==> config.mk <==
export PLATFORM = sky130hd
export DESIGN_NAME = keypad_scanner
export DESIGN_NICKNAME = d
export VERILOG_FILES = /design/src/rtl/keypad_scanner.sv
export SDC_FILE = /design/constraint.sdc
export NUM_CORES = 1
export LEC_CHECK = 0
export CAP_MARGIN = 40
export CORE_ASPECT_RATIO = 0.75
export CORE_MARGIN = 1.5
export CORE_UTILIZATION = 32
export CTS_BUF_LIST = sky130_fd_sc_hd__clkbuf_16
export DETAILED_ROUTE_END_ITERATION = 16
export HOLD_SLACK_MARGIN = 0.1
export PLACE_DENSITY = 0.47
export SLEW_MARGIN = 15
export SYNTH_ARGS = -nofsm -noshare
export SYNTH_HDL_FRONTEND = slang
export SYNTH_SLANG_ARGS = --single-unit
==> constraint.sdc <==
create_clock -name clk -period 2.3 [get_ports clk]
set_input_delay 0.46 -clock clk [delete_from_list [all_inputs] [get_ports clk]]
set_output_delay 0.46 -clock clk [all_outputs]
set_load 0.02 [all_outputs]
==> src/rtl/keypad_scanner.sv <==
// keypad_scanner: 4x4 matrix keypad scanner with frame-level debounce.
// One active-low row is driven at a time. The active-low columns pass through
// a 2-FF synchroniser and are sampled at the end of each row dwell. Four row
// samples make a frame. A small FSM, stepped once per frame, debounces both
// press and release before it updates the key outputs.
module keypad_scanner #(
  parameter int SCAN_DIV       = 40000,
  parameter int DEBOUNCE_SCANS = 4,
  parameter int CNT_W          = 16
) (
  input  logic       clk,
  input  logic       rst_n,
  input  logic [3:0] col_n,
  output logic [3:0] row_n,
  output logic [3:0] key,
  output logic       pressed,
  output logic       key_valid
);

  // Debounce count stores 0..DEBOUNCE_SCANS-1. The final increment is folded
  // into the accept/release decision, so the count never has to hold
  // DEBOUNCE_SCANS itself.
  localparam int DB_W = (DEBOUNCE_SCANS < 2) ? 1 : $clog2(DEBOUNCE_SCANS);
  localparam logic [DB_W-1:0]  DB_LAST    = DB_W'(DEBOUNCE_SCANS - 1);
  localparam logic [CNT_W-1:0] DWELL_LAST = CNT_W'(SCAN_DIV - 1);

  localparam logic [1:0] ST_IDLE    = 2'd0;
  localparam logic [1:0] ST_CONFIRM = 2'd1;
  localparam logic [1:0] ST_HELD    = 2'd2;
  localparam logic [1:0] ST_RELEASE = 2'd3;

  logic [CNT_W-1:0] dwell_cnt;
  logic             tick;
  logic [1:0]       row;
  logic [1:0]       next_row;
  logic [3:0]       col_meta;
  logic [3:0]       col_sync;

  logic             row_hit;
  logic [1:0]       row_col;
  logic             acc_hit;
  logic [3:0]       acc_code;

  logic             frame_done;
  logic             frame_hit;
  logic [3:0]       frame_code;

  logic [1:0]       state;
  logic [3:0]       cand;
  logic [DB_W-1:0]  db_cnt;

  assign tick     = (dwell_cnt == DWELL_LAST);
  assign next_row = row + 2'd1;

  // Row dwell counter: counts 0..SCAN_DIV-1 and wraps.
  always_ff @(posedge clk or negedge rst_n) begin
    if (!rst_n) begin
      dwell_cnt <= '0;
    end else if (tick) begin
      dwell_cnt <= '0;
    end else begin
      dwell_cnt <= dwell_cnt + CNT_W'(1);
    end
  end

  // Row driver: advance the row and its active-low one-hot drive on each tick.
  always_ff @(posedge clk or negedge rst_n) begin
    if (!rst_n) begin
      row   <= 2'd0;
      row_n <= 4'b1110;
    end else if (tick) begin
      row   <= next_row;
      row_n <= ~(4'b0001 << next_row);
    end
  end

  // Two-stage synchroniser for the asynchronous column inputs.
  always_ff @(posedge clk or negedge rst_n) begin
    if (!rst_n) begin
      col_meta <= '1;
      col_sync <= '1;
    end else begin
      col_meta <= col_n;
      col_sync <= col_meta;
    end
  end

  // Row hit decode: any low column is a hit; the lowest-indexed low column wins.
  always_comb begin
    row_hit = 1'b1;
    row_col = 2'd0;
    casez (col_sync)
      4'b???0: row_col = 2'd0;
      4'b??01: row_col = 2'd1;
      4'b?011: row_col = 2'd2;
      4'b0111: row_col = 2'd3;
      default: row_hit = 1'b0;
    endcase
  end

  // The row-3 sample is merged combinationally, so the frame result is
  // available in the same cycle as the row-3 tick.
  assign frame_done = tick && (row == 2'd3);
  assign frame_hit  = acc_hit || row_hit;
  assign frame_code = acc_hit ? acc_code : {2'd3, row_col};

  // Frame accumulator: remember the first hitting row of rows 0..2.
  always_ff @(posedge clk or negedge rst_n) begin
    if (!rst_n) begin
      acc_hit  <= 1'b0;
      acc_code <= '0;
    end else if (tick) begin
      if (row == 2'd3) begin
        acc_hit  <= 1'b0;
        acc_code <= '0;
      end else if (!acc_hit && row_hit) begin
        acc_hit  <= 1'b1;
        acc_code <= {row, row_col};
      end
    end
  end

  // Debounce FSM, stepped once per completed frame; key_valid is a
  // one-cycle registered pulse.
  always_ff @(posedge clk or negedge rst_n) begin
    if (!rst_n) begin
      state     <= ST_IDLE;
      cand      <= '0;
      db_cnt    <= '0;
      key       <= '0;
      pressed   <= 1'b0;
      key_valid <= 1'b0;
    end else begin
      key_valid <= 1'b0;
      if (frame_done) begin
        case (state)
          ST_IDLE: begin
            if (frame_hit) begin
              if (DEBOUNCE_SCANS == 1) begin
                key       <= frame_code;
                pressed   <= 1'b1;
                key_valid <= 1'b1;
                db_cnt    <= '0;
                state     <= ST_HELD;
              end else begin
                cand   <= frame_code;
                db_cnt <= DB_W'(1);
                state  <= ST_CONFIRM;
              end
            end
          end
          ST_CONFIRM: begin
            if (!frame_hit) begin
              db_cnt <= '0;
              state  <= ST_IDLE;
            end else if (frame_code != cand) begin
              cand   <= frame_code;
              db_cnt <= DB_W'(1);
            end else if (db_cnt == DB_LAST) begin
              key       <= cand;
              pressed   <= 1'b1;
              key_valid <= 1'b1;
              db_cnt    <= '0;
              state     <= ST_HELD;
            end else begin
              db_cnt <= db_cnt + DB_W'(1);
            end
          end
          ST_HELD: begin
            if (!frame_hit) begin
              if (DEBOUNCE_SCANS == 1) begin
                pressed <= 1'b0;
                db_cnt  <= '0;
                state   <= ST_IDLE;
              end else begin
                db_cnt <= DB_W'(1);
                state  <= ST_RELEASE;
              end
            end
          end
          ST_RELEASE: begin
            if (frame_hit) begin
              db_cnt <= '0;
              state  <= ST_HELD;
            end else if (db_cnt == DB_LAST) begin
              pressed <= 1'b0;
              db_cnt  <= '0;
              state   <= ST_IDLE;
            end else begin
              db_cnt <= db_cnt + DB_W'(1);
            end
          end
          default: begin
            db_cnt <= '0;
            state  <= ST_IDLE;
          end
        endcase
      end
    end
  end

endmodule

==> out/metrics.csv <==
stage,metric,value,unit
clocking,total CTS buffers,5,
worst_setup_path,worst path cell trace,or4b_4 > nor4_1 > and2_1 > nand2_1 > a21oi_2 > mux2_2,
clocking,TritonCTS clock tree,built,
synth,Post-synth EDFFs,0,
global_route,first-pass GRT wire length,7652,um
timing,Worst-Margin Slew,0.6088,ns
pwr,PwrDens,578.8,nW/um^2
synth,post-synthesis sequential area ratio,52.88,%
global_route,remaining global-route overflow,0,
detailed_routing,via count,1552,
die,FP Rows,26,
pwr,register share of total power,53.6,%
pwr,internal power,1290,uW
timing,Final Hold Vio Count,0,
timing,crit share post-route,94.87,%
synth,ys async rst share,100.0,%
pwr,Sw Ratio,21.38,%
die,die area,7855,sq um
synth,Yosys top cell area share,40.55,%
timing,Fmax achieved,458.3,MHz
pwr,worst vdd ir,0.2719,mV
detailed_routing,post-route ant nets,0,
die,Die Wd,101.8,um
worst_setup_path,CP startpoint kind,flip-flop,
clocking,CTS clock-pin slew for the worst setup and hold paths,0.07,ns
placement,input/output buffers,15,
run,max cap viols,0,
worst_setup_path,Critical Path AT,2.35,ns
timing,clk_skew,0.006428,ns
finish,area grow syn2layout,20.86,%
synth,"FF+latch count, synth",49,
synth,warnings from Yosys,0,
global_route,gr usage total,12.62,%
timing,WHS,0.2760,ns
clocking,clock sinks,49,
pwr,leak pwr,0.001253,uW
detailed_routing,drt pass-1 iters,4,
detailed_routing,drt first-iter violations,36,
synth,Post-Syn Area,2345,sq um
synth,Post-Synthesis Cells,204,
timing,fin crit period,2.182,ns
timing,Slew Limit Fails,0,
finish,layout cells sized above 1,23.63,%
synth,top post-synthesis cells by area,"dfrtp_1, dfstp_2, ha_1",
detailed_routing,Total Wirelength,4315,um
placement,Final HPWL DP,3150,um
synth,mean area per synthesized cell,11.49,sq um
detailed_routing,routed length per instance,12.88,um
timing,setup slack after layout,0.1179,ns
timing,# setup viols final,0,
timing,RSZ-0062 raised after global routing,no,
clocking,htree depth,2,
die,num ports,16,
clocking,clock latency on the worst-skew pair,0.28,ns
worst_setup_path,crit path max fanout,4,
pwr,Clock power frac,44.1,%
run_status,run status,finished clean,
worst_setup_path,Worst EP required,2.47,ns
die,Die Ht,77.13,um
synth,Yosys cell types,43,
pwr,switching power,350.8,uW
timing,max_slew headroom,59.41,%
worst_setup_path,Worst path max stage delay,0.58,ns
global_route,number of global-route vias before repair,1495,
placement,dpl ws,0.05425,ns
worst_setup_path,crit end category,flip-flop,
min_path,class of the worst hold path,input port to async pin,
synth,"Net Count, Synth",219,
timing,setup TNS,0,ns
pwr,combinational power share,2.3,%
clocking,CTS Buffer Depth,2,
placement,Routability Congestion,0.7991,
worst_setup_path,critical path class,flip-flop to flip-flop,
detailed_routing,Via-to-Cell Ratio,4.633,
global_route,initial antenna violation count,0,
synth,Synth Flop Type,dfrtp_1,
global_route,pin count of the biggest net entering global routing,50,
die,starting density of the core,33.68,%
worst_setup_path,"Slowest-stage cell, CP",or4b_4,
finish,nets,251,
die,core footprint,6962,sq um
clocking,CTS root buf,clkbuf_16,
detailed_routing,remaining routing DRC violations,0,
finish,Layout Utilization,40.71,%
finish,Inserted Diodes,0,
synth,"area leader, netlist",dfrtp_1,
[worst max-delay path: cells and delay by family (launching register included)]
kind,cells,cell delay (ns)
mux,1,0.34
compound gates,1,0.16
flops,1,0.39
simple gates,4,1.19
[final cells by class]
type,instances,area [sq um]
repair buffers,28,242.7
fillers,677,4128
clock buffers,5,125.1
clock inverters,3,20.02
inverters,4,15.01
well taps,98,122.6
flip-flops and latches,49,1240
multi-input cells,148,1069
[layout by cell type, fill, tap and decap left out, types with 2 or more instances in the layout]
| master | count |
|---|---|
| dfrtp_1 | 38 |
| nand2_1 | 22 |
| clkdlybuf4s50_1 | 14 |
| nor2_1 | 13 |
| o21ai_0 | 13 |
| buf_4 | 13 |
| dfstp_2 | 11 |
| xor2_1 | 9 |
| ha_1 | 9 |
| nand3_1 | 8 |
| xnor2_1 | 8 |
| mux2_2 | 7 |
| nand4_1 | 6 |
| and2_1 | 6 |
| a31oi_1 | 6 |
| inv_1 | 5 |
| clkbuf_16 | 5 |
| mux2_4 | 4 |
| or3_1 | 3 |
| a21oi_1 | 3 |
| nand2b_1 | 3 |
| nand3b_1 | 3 |
| and3_1 | 2 |
| and4_2 | 2 |
| or2_2 | 2 |
[timing repair]
item	in CTS	in global routing
hold buffers	0	0
endpoints found under the setup margin	0	2
buffers inserted	0	0
gates resized for setup	0	1
[worst paths after layout]
path,cells after the start,slack (ns),startpoint,end
hold / removal,2,0.28,rst_n,row[0]$_DFFE_PN0N_
min in group clk,0,0.36,col_meta[1]$_DFF_PN1_,col_sync[1]$_DFF_PN1_
setup reg to reg,6,0.12,dwell_cnt[6]$_DFF_PN0_,cand[2]$_DFFE_PN0P_
setup / recovery,6,0.12,dwell_cnt[6]$_DFF_PN0_,cand[2]$_DFFE_PN0P_
max in group asynchronous,2,1.62,rst_n,dwell_cnt[10]$_DFF_PN0_
hold reg to reg,0,0.36,col_meta[1]$_DFF_PN1_,col_sync[1]$_DFF_PN1_
[layer usage]
layer | GRT usage, % | vias to the layer above | wire length (um)
li1 | - | 785 | -
met1 | 20.03 | 749 | 2405
met2 | 16.80 | 16 | 1763
met3 | 3.282 | 2 | 122
met4 | 2.877 | 0 | 25
met5 | 0 | - | 0
[synthesized netlist by cell type (2+ instances only)]
cell type,number
nand3b_1,3
and2_1,6
nand4_1,6
o21ai_0,13
and4_2,2
and3_1,2
a21oi_1,4
nor2_1,13
or3_1,3
xnor2_1,8
mux2_2,7
mux2_4,4
a31oi_1,6
xor2_1,9
inv_1,4
nand2_1,22
nand2b_1,3
dfstp_2,11
or2_2,2
nand3_1,8
dfrtp_1,38
ha_1,9
[power by group through the flow]
stage                     sequential, uW  combinational, uW  clock [uW]
after CTS                            879               40.6         745
after detailed placement             895               40.3           0
final                                879               38.3         723
after global routing                 880               45.1         789
after floorplan                      894               11.0           0
after global placement               895               41.2           0
[cells by family (layout without fill, tap and decap cells)]
| kind of cell | Yosys count | in the layout | synth area share, % |
|---|---|---|---|
| and+or+nand+nor | 81 | 81 | 20.55 |
| DFF | 49 | 49 | 52.88 |
| adders and majority gates | 9 | 9 | 4.803 |
| buffers and inverters | 7 | 40 | 1.707 |
| xor gates and xnor gates | 17 | 17 | 6.350 |
| AOI/OAI and AO/OA | 29 | 29 | 7.365 |
| muxes | 12 | 12 | 6.350 |
[per-stage QoR]
| step | instances | cell area (sq um) | power, uW |
|---|---|---|---|
| 6_report | 335 | 2834 | 1640 |
| 5_1_grt | 335 | 2834 | 1714 |
| 4_1_cts | 335 | 2830 | 1665 |
| 3_5_place_dp | 327 | 2685 | 935.2 |
| 3_3_place_gp | 327 | 2685 | 935.8 |
| 2_1_floorplan | 204 | 2345 | 904.9 |
[sequential cells by signal (all words and copies together) (netlist names), named ones only]
name       count
pressed        1
row            2
cand           4
key            4
dwell_cnt     16
acc_code       4
col_meta       4
state          1
acc_hit        1
key_valid      1
col_sync       4
row_n          4
db_cnt         2
(Power assumes the default switching activity.)
